<file path="src/rtl/pc_sequencer_pkg.sv">
// -----------------------------------------------------------------------------
// pc_sequencer_pkg
//   Shared definitions for the program-counter / fetch sequencer.
//   - pcControl codes emitted by the control unit (the control unit imports
//     the same constants, so both sides agree on the encoding).
//   - Sequencer state encoding.
//   - Bit positions inside the registered ALU flag vector.
//   - A small helper that classifies halting pcControl codes.
// -----------------------------------------------------------------------------
package pc_sequencer_pkg;

   localparam int unsigned PC_CTRL_W = 5;

   typedef logic [PC_CTRL_W-1:0] pc_ctrl_t;

   // pcControl codes
   localparam pc_ctrl_t PC_NEXT = 5'd0;
   localparam pc_ctrl_t PC_JE   = 5'd1;
   localparam pc_ctrl_t PC_JB   = 5'd2;
   localparam pc_ctrl_t PC_JA   = 5'd3;
   localparam pc_ctrl_t PC_JNE  = 5'd4;
   localparam pc_ctrl_t PC_JBE  = 5'd5;
   localparam pc_ctrl_t PC_JAE  = 5'd6;
   localparam pc_ctrl_t PC_JNZ  = 5'd7;
   localparam pc_ctrl_t PC_JZ   = 5'd8;
   localparam pc_ctrl_t PC_JMP  = 5'd9;
   localparam pc_ctrl_t PC_HLT  = 5'd10;

   // Sequencer states
   localparam logic [1:0] ST_IDLE  = 2'd0;
   localparam logic [1:0] ST_FETCH = 2'd1;
   localparam logic [1:0] ST_EXEC  = 2'd2;
   localparam logic [1:0] ST_HALT  = 2'd3;

   // Registered flag vector layout
   localparam int unsigned FLAG_EQ    = 0;
   localparam int unsigned FLAG_BELOW = 1;
   localparam int unsigned FLAG_ZERO  = 2;
   localparam int unsigned FLAG_W     = 3;

   typedef logic [FLAG_W-1:0] flags_t;

   // Every code from HLT upward stops the sequencer; only 0..9 keep running.
   function automatic logic is_halt_code(input pc_ctrl_t code);
      return (code >= PC_HLT);
   endfunction

endpackage

</file>
<file path="src/rtl/pc_sequencer_if.sv">
// -----------------------------------------------------------------------------
// pc_sequencer_if
//   Fetch handshake between the sequencer and instruction memory.
//   fetch_req  : sequencer requests the instruction at pc
//   pc         : current program counter / instruction address
//   imem_ready : memory returns the instruction for pc this cycle
//   master modport: sequencer side.  slave modport: instruction-memory side.
// -----------------------------------------------------------------------------
interface pc_sequencer_if #(
   parameter int unsigned ADDR_W = 16
);

   logic              fetch_req;
   logic [ADDR_W-1:0] pc;
   logic              imem_ready;

   modport master (
      output fetch_req,
      output pc,
      input  imem_ready
   );

   modport slave (
      input  fetch_req,
      input  pc,
      output imem_ready
   );

endinterface

</file>
<file path="src/rtl/pc_sequencer_branch_cond.sv">
// -----------------------------------------------------------------------------
// branch_cond
//   Purely combinational branch resolution.
//   pc_control : decoded pcControl code
//   flags      : registered ALU flags {zero, below, eq} (see package indices)
//   take       : 1 = load the jump target instead of pc+1
//   halt       : 1 = instruction stops the sequencer (HLT and codes 11..31)
// -----------------------------------------------------------------------------
module branch_cond
   import pc_sequencer_pkg::*;
(
   input  pc_ctrl_t pc_control,
   input  flags_t   flags,
   output logic     take,
   output logic     halt
);

   logic eq;
   logic below;
   logic zero;

   assign eq    = flags[FLAG_EQ];
   assign below = flags[FLAG_BELOW];
   assign zero  = flags[FLAG_ZERO];

   always_comb begin
      take = 1'b0;
      halt = is_halt_code(pc_control);
      case (pc_control)
         PC_JE:   take = eq;
         PC_JB:   take = below;
         PC_JA:   take = ~below & ~eq;
         PC_JNE:  take = ~eq;
         PC_JBE:  take = below | eq;
         PC_JAE:  take = ~below;
         PC_JNZ:  take = ~zero;
         PC_JZ:   take = zero;
         PC_JMP:  take = 1'b1;
         default: take = 1'b0;
      endcase
   end

endmodule

</file>
<file path="src/rtl/pc_sequencer.sv">
// -----------------------------------------------------------------------------
// pc_sequencer
//   Program counter and fetch sequencer downstream of the control unit.
//   IDLE -> FETCH (wait imem_ready) -> EXEC (one cycle) -> FETCH / HALT.
//
//   clock       : system clock, rising edge
//   reset       : asynchronous, active-low reset
//   pc_control  : control-unit pcControl code, sampled at the EXEC edge
//   jump_flag   : 1 = target from jump_reg, 0 = target from jump_imm
//   jump_imm    : instruction op2 field (immediate target)
//   jump_reg    : register value selected by op2 (indirect target)
//   alu_eq/alu_below/alu_zero : ALU compare results
//   flags_we    : capture ALU flags at the end of the current EXEC
//   resume      : leave HALT
//   fetch       : fetch handshake (fetch_req, pc out; imem_ready in)
//   instr_valid : instruction word valid this cycle (EXEC)
//   halted      : sequencer in HALT
//   retired     : retired-instruction count, wraps
// -----------------------------------------------------------------------------
module pc_sequencer
   import pc_sequencer_pkg::*;
#(
   parameter int unsigned ADDR_W   = 16,
   parameter int unsigned DATA_W   = 32,
   parameter int unsigned RESET_PC = 0
) (
   input  logic                clock,
   input  logic                reset,
   input  pc_ctrl_t            pc_control,
   input  logic                jump_flag,
   input  logic [20:0]         jump_imm,
   input  logic [DATA_W-1:0]   jump_reg,
   input  logic                alu_eq,
   input  logic                alu_below,
   input  logic                alu_zero,
   input  logic                flags_we,
   input  logic                resume,
   pc_sequencer_if.master      fetch,
   output logic                instr_valid,
   output logic                halted,
   output logic [31:0]         retired
);

   localparam logic [ADDR_W-1:0] PC_RST = ADDR_W'(RESET_PC);

   logic [1:0]        state;
   logic [ADDR_W-1:0] pc_q;
   flags_t            flags_q;

   logic              take;
   logic              halt_op;
   logic [ADDR_W-1:0] pc_inc;
   logic [ADDR_W-1:0] target;

   // Target bits above ADDR_W are dropped on purpose; this keeps the whole
   // input vectors referenced so the truncation is explicit.
   logic              unused_target_bits;
   assign unused_target_bits = ^{jump_imm, jump_reg};

   // Conditions see only the registered flags, never this cycle's ALU result.
   branch_cond u_branch_cond (
      .pc_control (pc_control),
      .flags      (flags_q),
      .take       (take),
      .halt       (halt_op)
   );

   assign pc_inc = pc_q + ADDR_W'(1);
   assign target = jump_flag ? jump_reg[ADDR_W-1:0] : jump_imm[ADDR_W-1:0];

   always_ff @(posedge clock or negedge reset) begin
      if (!reset) begin
         state   <= ST_IDLE;
         pc_q    <= PC_RST;
         flags_q <= '0;
         retired <= '0;
      end else begin
         case (state)
            ST_IDLE: begin
               state <= ST_FETCH;
            end
            ST_FETCH: begin
               if (fetch.imem_ready) begin
                  state <= ST_EXEC;
               end
            end
            ST_EXEC: begin
               retired <= retired + 32'd1;
               pc_q    <= take ? target : pc_inc;
               // Old flags steer this branch; new ones land at the same edge.
               if (flags_we) begin
                  flags_q[FLAG_EQ]    <= alu_eq;
                  flags_q[FLAG_BELOW] <= alu_below;
                  flags_q[FLAG_ZERO]  <= alu_zero;
               end
               state <= halt_op ? ST_HALT : ST_FETCH;
            end
            ST_HALT: begin
               if (resume) begin
                  state <= ST_FETCH;
               end
            end
            default: begin
               state <= ST_IDLE;
            end
         endcase
      end
   end

   // All status outputs decode straight from the state register.
   assign fetch.fetch_req = (state == ST_FETCH);
   assign fetch.pc        = pc_q;
   assign instr_valid     = (state == ST_EXEC);
   assign halted          = (state == ST_HALT);

endmodule

</file>
<file path="src/flat_wrapper.sv">
// flat-port wrapper written by rule: the top's interface ports become plain ports
module pc_sequencer_flat import pc_sequencer_pkg::*;
#(
   parameter int unsigned ADDR_W   = 16,
   parameter int unsigned DATA_W   = 32,
   parameter int unsigned RESET_PC = 0
)
  (clock, reset, pc_control, jump_flag, jump_imm, jump_reg, alu_eq, alu_below, alu_zero, flags_we, resume, instr_valid, halted, retired, fetch_fetch_req, fetch_pc, fetch_imem_ready);
  pc_sequencer_if #(.ADDR_W(ADDR_W)) fetch_i ();
  input  logic clock;
  input  logic reset;
  input  pc_ctrl_t pc_control;
  input  logic jump_flag;
  input  logic [20:0] jump_imm;
  input  logic [DATA_W-1:0] jump_reg;
  input  logic alu_eq;
  input  logic alu_below;
  input  logic alu_zero;
  input  logic flags_we;
  input  logic resume;
  output logic instr_valid;
  output logic halted;
  output logic [31:0] retired;
  output wire logic [$bits(fetch_i.fetch_req)-1:0] fetch_fetch_req;
  output wire logic [$bits(fetch_i.pc)-1:0] fetch_pc;
  input wire logic [$bits(fetch_i.imem_ready)-1:0] fetch_imem_ready;
  assign fetch_fetch_req = fetch_i.fetch_req;
  assign fetch_pc = fetch_i.pc;
  assign fetch_i.imem_ready = fetch_imem_ready;
  pc_sequencer #(.ADDR_W(ADDR_W), .DATA_W(DATA_W), .RESET_PC(RESET_PC)) u_core (.clock(clock), .reset(reset), .pc_control(pc_control), .jump_flag(jump_flag), .jump_imm(jump_imm), .jump_reg(jump_reg), .alu_eq(alu_eq), .alu_below(alu_below), .alu_zero(alu_zero), .flags_we(flags_we), .resume(resume), .fetch(fetch_i), .instr_valid(instr_valid), .halted(halted), .retired(retired));
endmodule
</file>
<file path="config.mk">
export PLATFORM = sky130hd
export DESIGN_NAME = pc_sequencer_flat
export DESIGN_NICKNAME = d
export VERILOG_FILES = /design/src/rtl/pc_sequencer_pkg.sv /design/src/rtl/pc_sequencer_if.sv /design/src/rtl/pc_sequencer_branch_cond.sv /design/src/rtl/pc_sequencer.sv /design/src/flat_wrapper.sv
export SDC_FILE = /design/constraint.sdc
export NUM_CORES = 1
export LEC_CHECK = 0
export CELL_PAD_IN_SITES_DETAIL_PLACEMENT = 1
export CELL_PAD_IN_SITES_GLOBAL_PLACEMENT = 1
export CORE_ASPECT_RATIO = 2
export CORE_MARGIN = 2
export CORE_UTILIZATION = 35
export CTS_CLUSTER_DIAMETER = 50
export DETAILED_ROUTE_END_ITERATION = 6
export PLACE_DENSITY = 0.86
export RECOVER_POWER = 50
export SYNTH_ARGS = -nofsm -noshare
export SYNTH_HDL_FRONTEND = slang
export SYNTH_SLANG_ARGS = --single-unit
</file>
<file path="constraint.sdc">
create_clock -name clock -period 5.6 [get_ports clock]
set_input_delay 0.84 -clock clock [delete_from_list [all_inputs] [get_ports clock]]
set_output_delay 0.84 -clock clock [all_outputs]
set_load 0.01 [all_outputs]
</file>
==> results.ini, run 1 <==
[run_status]
status = finished, violations left
violations = max-capacitance violations, max-slew violations

[worst_setup_path]
critPathLaunchType = flip-flop
crit_arrival_ns = 3.74
cp_max_fo = 38
criticalPathCategory = reg -> reg
endpoint_kind = flip-flop
r2r_start = u_core.state[0]$_DFFE_PN0P_
r2r-end = u_core.retired[23]$_DFFE_PN0P_
startpoint = u_core.state[0]$_DFFE_PN0P_
endpoint = u_core.retired[23]$_DFFE_PN0P_
worstPathRequired_ns = 5.78
r2r_slack_ns = 2.04
reg2reg_depth = 8

[detailed_routing]
wl_per_cell_um = 17.43
drtIter0Drc = 71
ant_nets = 0
wirelength_mm = 8.454
viasPerCell = 5.315
drc_errors = 0
vias = 2578
first_pass_iters = 4

[clocking]
cts_root_buffer = clkbuf_16
postCtsSetupBuffers = 0
cts_tree = built
clkLatencyLatePin_ns = 0.29
clk_path_buf_depth = 2
ctsHoldBuffers = 0
htree_levels = 2
cts_resized = 0
cts_made_buffers = 5
cts.sinks = 53
clk_transition_reported_paths_ns = 0.07

[timing]
finalCriticalPeriod_ns = 3.562
fin_skew_ns = 0.004547
slew_headroom_pct = -93.57
worst_slew_pin_slew_ns = 2.904
max_freq_mhz = 280.8
hold_violations = 0
fin_crit_sh_pct = 63.60
finalSetupViolCount = 0
setup_tns_ns = 0
rsz0062_at_grt = no
final_max_slew_viol_count = 93

[global_route]
grt_pass1_vias = 2800
grt_usage_pct = 18.88
overflow = 0
grt_max_degree = 54
grt_pass1_wl_mm = 14.06
antenna_found_initial = 0

[synthesis]
synthDistinctLibCells = 47
postSynthNetCount = 364
ys_seq_elements = 53
synth.yosys.warnings = 0
synth_area_um2 = 3000
synth-seq-area-share_pct = 44.20
avgSynthCellArea_um2 = 10.31
netlist_instances = 291

[place]
hpwl_mm = 6.479
place.gp.congestion = 0.7443
port_buffers = 96
dp_cells = 477

[die]
core_um2 = 8292
die_w_um = 69.47
io_pins = 118
die_area_um2 = 9374
die_h_um = 134.9
initial_core_util_pct = 36.19
rows = 47

[job]
maxCapViolCount = 2

[layout]
insertedDiodeCount = 0
nets = 459
layoutNonFillerInstCount = 485
drive_gt1_share_pct = 10.08
fin_util_pct = 50.82
syn_to_final_growth_pct = 40.45

[power_and_ir_drop]
p_leak_nw = 1.786
irDropWorstVdd_uv = 214.7
cellPowerDensity_nw_per_um2 = 341.3

[hold_path]
min_delay_path_depth = 1
hold_path.class = reg -> reg

==> layout make-up <==
| cell class | instances | area, um^2 |
|---|---|---|
| clock inverter | 3 | 65.06 |
| clock buffer | 5 | 125.1 |
| multi-input combinational | 208 | 1536 |
| tap | 98 | 122.6 |
| timing repair buffer | 98 | 963.4 |
| sequential | 53 | 1326 |
| fill | 929 | 4078 |
| inverter | 20 | 75.07 |
==> cells in the mapped netlist (all sizes together) <==
cell,number,area share [%]
nor4,2,0.63
nand3,13,2.3
a31oi,1,0.71
and4,4,1.2
a311oi,2,0.79
a22oi,11,3.6
mux2i,15,5.0
o2111ai,2,0.58
o21ai,14,2.3
nand3b,1,0.25
a21oi,1,0.17
or2,1,0.21
nand2,27,3.5
and2,5,1.0
nand2b,5,1.1
o22ai,3,0.63
a211o,1,0.29
nor2,12,1.5
inv,20,2.5
nand4,7,1.5
xor2,10,2.9
mux2,16,6.0
a221o,1,0.33
o31ai,1,0.25
dfrtp,53,44
buf,6,1.5
a211oi,2,0.50
and3,12,2.6
a31o,1,0.29
clkbuf,4,0.50
o311ai,2,0.58
ha,6,2.5
xnor2,22,6.4
nor3,7,1.3
nor3b,1,0.25
==> stage by stage <==
step	setup slack, ns	hold slack (ns)	area, um^2	power [mW]
2_1_floorplan	3.421	0.4875	3000	0.7997
3_3_place_gp	2.255	0.4556	4033	1.024
3_5_place_dp	2.126	0.4621	4033	1.055
4_1_cts	2.439	0.4741	4223	1.459
5_1_grt	1.699	0.4998	4214	1.524
6_report	2.038	0.4646	4214	1.438
==> kinds of logic after synthesis <==
| kind of cell | Yosys count | share of synthesized area (%) |
|---|---|---|
| compound gates | 42 | 11.05 |
| xor+xnor | 32 | 9.341 |
| fa+ha+maj | 6 | 2.502 |
| buf+inv | 30 | 4.545 |
| flops | 53 | 44.20 |
| mux | 31 | 11.01 |
| simple gates | 97 | 17.35 |
==> report_power, final <==
group / internal [mW] / switching [mW]
Combinational: 0.258 / 0.227
Clock: 0.255 / 0.142
Sequential: 0.460 / 0.0953
==> critical path, cell delays in order (launching register included) <==
cell and delay, ns:
dfrtp_1 0.44, inv_1 0.09, ha_1 0.23, clkbuf_1 1.24, and4_1 0.51, and4_1 0.39
nand2b_2 0.16, or2_1 0.25, xnor2_1 0.12
==> worst min path at each step <==
stage / from / end
2_1_floorplan: u_core.flags_q[2]$_DFFE_PN0P_ / u_core.flags_q[2]$_DFFE_PN0P_
3_3_place_gp: u_core.retired[31]$_DFFE_PN0P_ / u_core.retired[31]$_DFFE_PN0P_
3_5_place_dp: u_core.retired[31]$_DFFE_PN0P_ / u_core.retired[31]$_DFFE_PN0P_
4_1_cts: u_core.retired[31]$_DFFE_PN0P_ / u_core.retired[31]$_DFFE_PN0P_
5_1_grt: u_core.retired[31]$_DFFE_PN0P_ / u_core.retired[31]$_DFFE_PN0P_
6_report: u_core.retired[31]$_DFFE_PN0P_ / u_core.retired[31]$_DFFE_PN0P_
==> sequential cells by signal (all words and copies together), names as in the netlist <==
name and cells:
u_core.state 2, u_core.retired 32, u_core.flags_q 3, u_core.fetch.pc 16
==> layout by cell type, fill, tap and decap left out, types with 2 or more instances in the layout <==
cell and count:
clkbuf_1 2, nand2b_1 4, o2111ai_1 2, xnor2_1 22
ha_1 6, nor3_1 6, dfrtp_1 53, nand2_1 26
nand4_1 7, dlygate4sd3_1 12, o21ai_0 5, xor2_1 10
and2_1 5, o22ai_1 3, nand3_1 12, a211oi_1 2
mux2_2 16, a22oi_2 5, and4_1 4, nor2_1 12
clkdlybuf4s50_1 83, inv_1 20, o21ai_1 9, and3_1 11
a22oi_1 6, bufinv_16 2, mux2i_1 15, clkbuf_16 5
==> layer usage <==
layer | global-route usage (%) | part of all wire [%] | vias to the layer above
met5 | 0 | 0 | -
met4 | 5.556 | 1.5 | 0
met3 | 3.358 | 3.6 | 10
met2 | 36.65 | 60 | 64
met1 | 20.40 | 34 | 1292
li1 | - | - | 1212
(Power assumes the default switching activity.)
==> run 2: changes to the inputs <==
--- a/config.mk
+++ b/config.mk
@@ -9,10 +9,10 @@
 export CELL_PAD_IN_SITES_GLOBAL_PLACEMENT = 1
 export CORE_ASPECT_RATIO = 2
 export CORE_MARGIN = 2
-export CORE_UTILIZATION = 35
+export CORE_UTILIZATION = 29
 export CTS_CLUSTER_DIAMETER = 50
 export DETAILED_ROUTE_END_ITERATION = 6
-export PLACE_DENSITY = 0.86
+export PLACE_DENSITY = 0.77
 export RECOVER_POWER = 50
 export SYNTH_ARGS = -nofsm -noshare
 export SYNTH_HDL_FRONTEND = slang
==> constraint.sdc (replaced) <==
create_clock -name clock -period 3 [get_ports clock]
set_input_delay 0.45 -clock clock [delete_from_list [all_inputs] [get_ports clock]]
set_output_delay 0.45 -clock clock [all_outputs]
set_load 0.01 [all_outputs]
==> run 2 against run 1 <==
Against the previous run:
- the flow now finishes without violations
- count of clock-buffer cells in the layout is 1 higher
- sequential share of layout area shrank 0.31 points
- via count hardly changed
- non-clock buffer count rose by 2
- power increased by 76%
- hold slack improved by 0.0041 ns
- sequential cell count unchanged
- largest cell class unchanged
==> results.ini, run 2 (synthesis results as in run 1) <==
[timing]
rsz0062_at_grt = no  ; unchanged
setup_tns_ns = 0  ; unchanged
finalSetupViolCount = 0  ; unchanged
fin_crit_sh_pct = 77.62
fin_skew_ns = 0.006879  ; was 0.004547 ns
worst_slew_pin_slew_ns = 1.352  ; was 2.904 ns
slew_headroom_pct = 9.898  ; was -93.57%
max_freq_mhz = 429.4
hold_violations = 0  ; unchanged
final_max_slew_viol_count = 0  ; was 93
finalCriticalPeriod_ns = 2.329

[global_route]
grt_max_degree = 54  ; unchanged
grt_pass1_wl_mm = 13.41  ; was 14.06 mm
overflow = 0  ; unchanged
antenna_found_initial = 0  ; unchanged
grt_pass1_vias = 2676  ; was 2,800
grt_usage_pct = 14.65  ; was 18.88%

[worst_setup_path]
r2r_slack_ns = 0.79  ; was 2.04 ns
criticalPathCategory = in -> reg  ; was reg -> reg
crit_arrival_ns = 2.54  ; was 3.74 ns
critPathLaunchType = primary input  ; was flip-flop
r2r_start = u_core.state[0]$_DFFE_PN0P_  ; unchanged
endpoint = u_core.fetch.pc[9]$_DFFE_PN0P_  ; was u_core.retired[23]$_DFFE_PN0P_
r2r-end = u_core.retired[23]$_DFFE_PN0P_  ; unchanged
cp_max_fo = 34  ; was 38
worstPathRequired_ns = 3.21  ; was 5.78 ns
reg2reg_depth = 7  ; was 8
endpoint_kind = flip-flop  ; unchanged
startpoint = pc_control[2]  ; was u_core.state[0]$_DFFE_PN0P_

[clocking]
postCtsSetupBuffers = 0  ; unchanged
clkLatencyLatePin_ns = 0.29  ; about the same
cts.sinks = 53  ; unchanged
cts_tree = built  ; unchanged
clk_transition_reported_paths_ns = 0.07  ; about the same
htree_levels = 2  ; unchanged
cts_resized = 0  ; unchanged
cts_made_buffers = 5  ; unchanged
clk_path_buf_depth = 2  ; unchanged
ctsHoldBuffers = 0  ; unchanged
cts_root_buffer = clkbuf_16  ; unchanged

[detailed_routing]
wirelength_mm = 8.020  ; was 8.454 mm
viasPerCell = 4.918  ; was 5.315
ant_nets = 0  ; unchanged
drtIter0Drc = 44  ; was 71
first_pass_iters = 2  ; was 4
wl_per_cell_um = 15.31  ; was 17.43 um
drc_errors = 0  ; unchanged
vias = 2577  ; was 2,578

[power_and_ir_drop]
switching_share_pct = 33.63  ; was 32.28%
clkPwrFrac_pct = 23.7  ; was 27.6%
internal_power_mw = 1.679  ; was 0.9739 mW
net-switching-power_mw = 0.8507  ; was 0.4643 mW
cellPowerDensity_nw_per_um2 = 594.4  ; was 341.3 nW/um^2
power_frac_seq_pct = 40.8  ; was 38.6%
power_frac_comb_pct = 35.5  ; was 33.7%
p_leak_nw = 1.791  ; was 1.786 nW
irDropWorstVdd_uv = 331.7  ; was 214.7 uV
design_power_total_mw = 2.529  ; was 1.438 mW

[place]
dpl_cell_area_um2 = 4106  ; was 4033 um^2
place.gp.congestion = 0.7780  ; was 0.7443
hpwl_mm = 6.115  ; was 6.479 mm
port_buffers = 96  ; unchanged

[layout]
fin_area_um2 = 4255  ; was 4214 um^2
insertedDiodeCount = 0  ; unchanged
top_register = u_core.retired  ; unchanged
largest_reg_flops = 32  ; unchanged
nets = 461  ; was 459
final_common_cell = clkdlybuf4s50_1  ; unchanged
drive_gt1_share_pct = 11.05  ; was 10.08%
syn_to_final_growth_pct = 41.83  ; was 40.45%
mostFrequentLayoutCells = clkdlybuf4s50_1, dfrtp_1, nand2_1  ; unchanged
fillCellCount = 1138  ; was 929

[die]
die_h_um = 147.9  ; was 134.9 um
core_um2 = 10080  ; was 8292 um^2
initial_core_util_pct = 29.75  ; was 36.19%
die_w_um = 75.93  ; was 69.47 um
rows = 52  ; was 47
io_pins = 118  ; unchanged
die_area_um2 = 11230  ; was 9374 um^2

[hold_path]
min_delay_path_depth = 1  ; unchanged
hold_path.class = reg -> reg  ; unchanged

[run_status]
status = complete, no violations  ; was finished, violations left

[job]
maxCapViolCount = 0  ; was 2

==> run 2: layer usage <==
| layer | GRT usage (%) | share of wire (%) | vias to the layer above |
|---|---|---|---|
| met4 | 4.909 | 1.6 | 0 |
| li1 | - | - | 1217 |
| met2 | 28.26 | 59 | 57 |
| met1 | 16.21 | 36 | 1294 |
| met3 | 2.076 | 3.5 | 9 |
| met5 | 0 | 0 | - |
==> run 2: stage by stage <==
step	utilization, %	worst slack (ns)	instances	hold slack [ns]
floorplan	-	1.025	291	0.1544
global placement	40.72	0.5235	516	0.4598
detailed placement	40.72	0.4737	516	0.4734
CTS	42.23	0.7490	524	0.3130
global route	42.20	0.5153	524	0.5034
finish	42.20	0.6714	524	0.4687
==> run 2: worst max-delay path, cell delays in order <==
cell and delay [ns]:
dlygate4sd3_1 0.61, o311ai_1 0.31, o2111ai_1 0.20, a31oi_4 0.24, buf_12 0.23, mux2_2 0.35
a22oi_1 0.13
==> run 2: area by class of cell <==
cell class / instances / area [um^2] / share of cell area (%)
Inverter: 20 / 75.07 / 1.764
Clock inverter: 2 / 13.76 / 0.3234
Timing Repair Buffer: 100 / 996.0 / 23.40
Sequential cell: 53 / 1326 / 31.17
Clock buffer: 6 / 138.9 / 3.264
Tap cell: 135 / 168.9 / 3.969
Multi-Input combinational cell: 208 / 1536 / 36.11
==> run 2: worst min-delay path by stage <==
stage | start | endpoint | slack [ns]
floorplan | reset | u_core.fetch.pc[0]$_DFFE_PN0P_ | 0.15
global placement | u_core.retired[31]$_DFFE_PN0P_ | u_core.retired[31]$_DFFE_PN0P_ | 0.46
detailed placement | u_core.retired[31]$_DFFE_PN0P_ | u_core.retired[31]$_DFFE_PN0P_ | 0.47
CTS | reset | u_core.retired[29]$_DFFE_PN0P_ | 0.31
global route | u_core.retired[31]$_DFFE_PN0P_ | u_core.retired[31]$_DFFE_PN0P_ | 0.50
finish | u_core.retired[31]$_DFFE_PN0P_ | u_core.retired[31]$_DFFE_PN0P_ | 0.47
==> run 2: power groups by stage <==
stage	sequential (mW)	clock, mW	combinational (mW)
floorplan	1.06	0	0.436
global placement	1.04	0	0.881
detailed placement	1.05	0	0.917
CTS	1.04	0.624	0.923
global route	1.07	0.648	0.989
finish	1.03	0.599	0.898
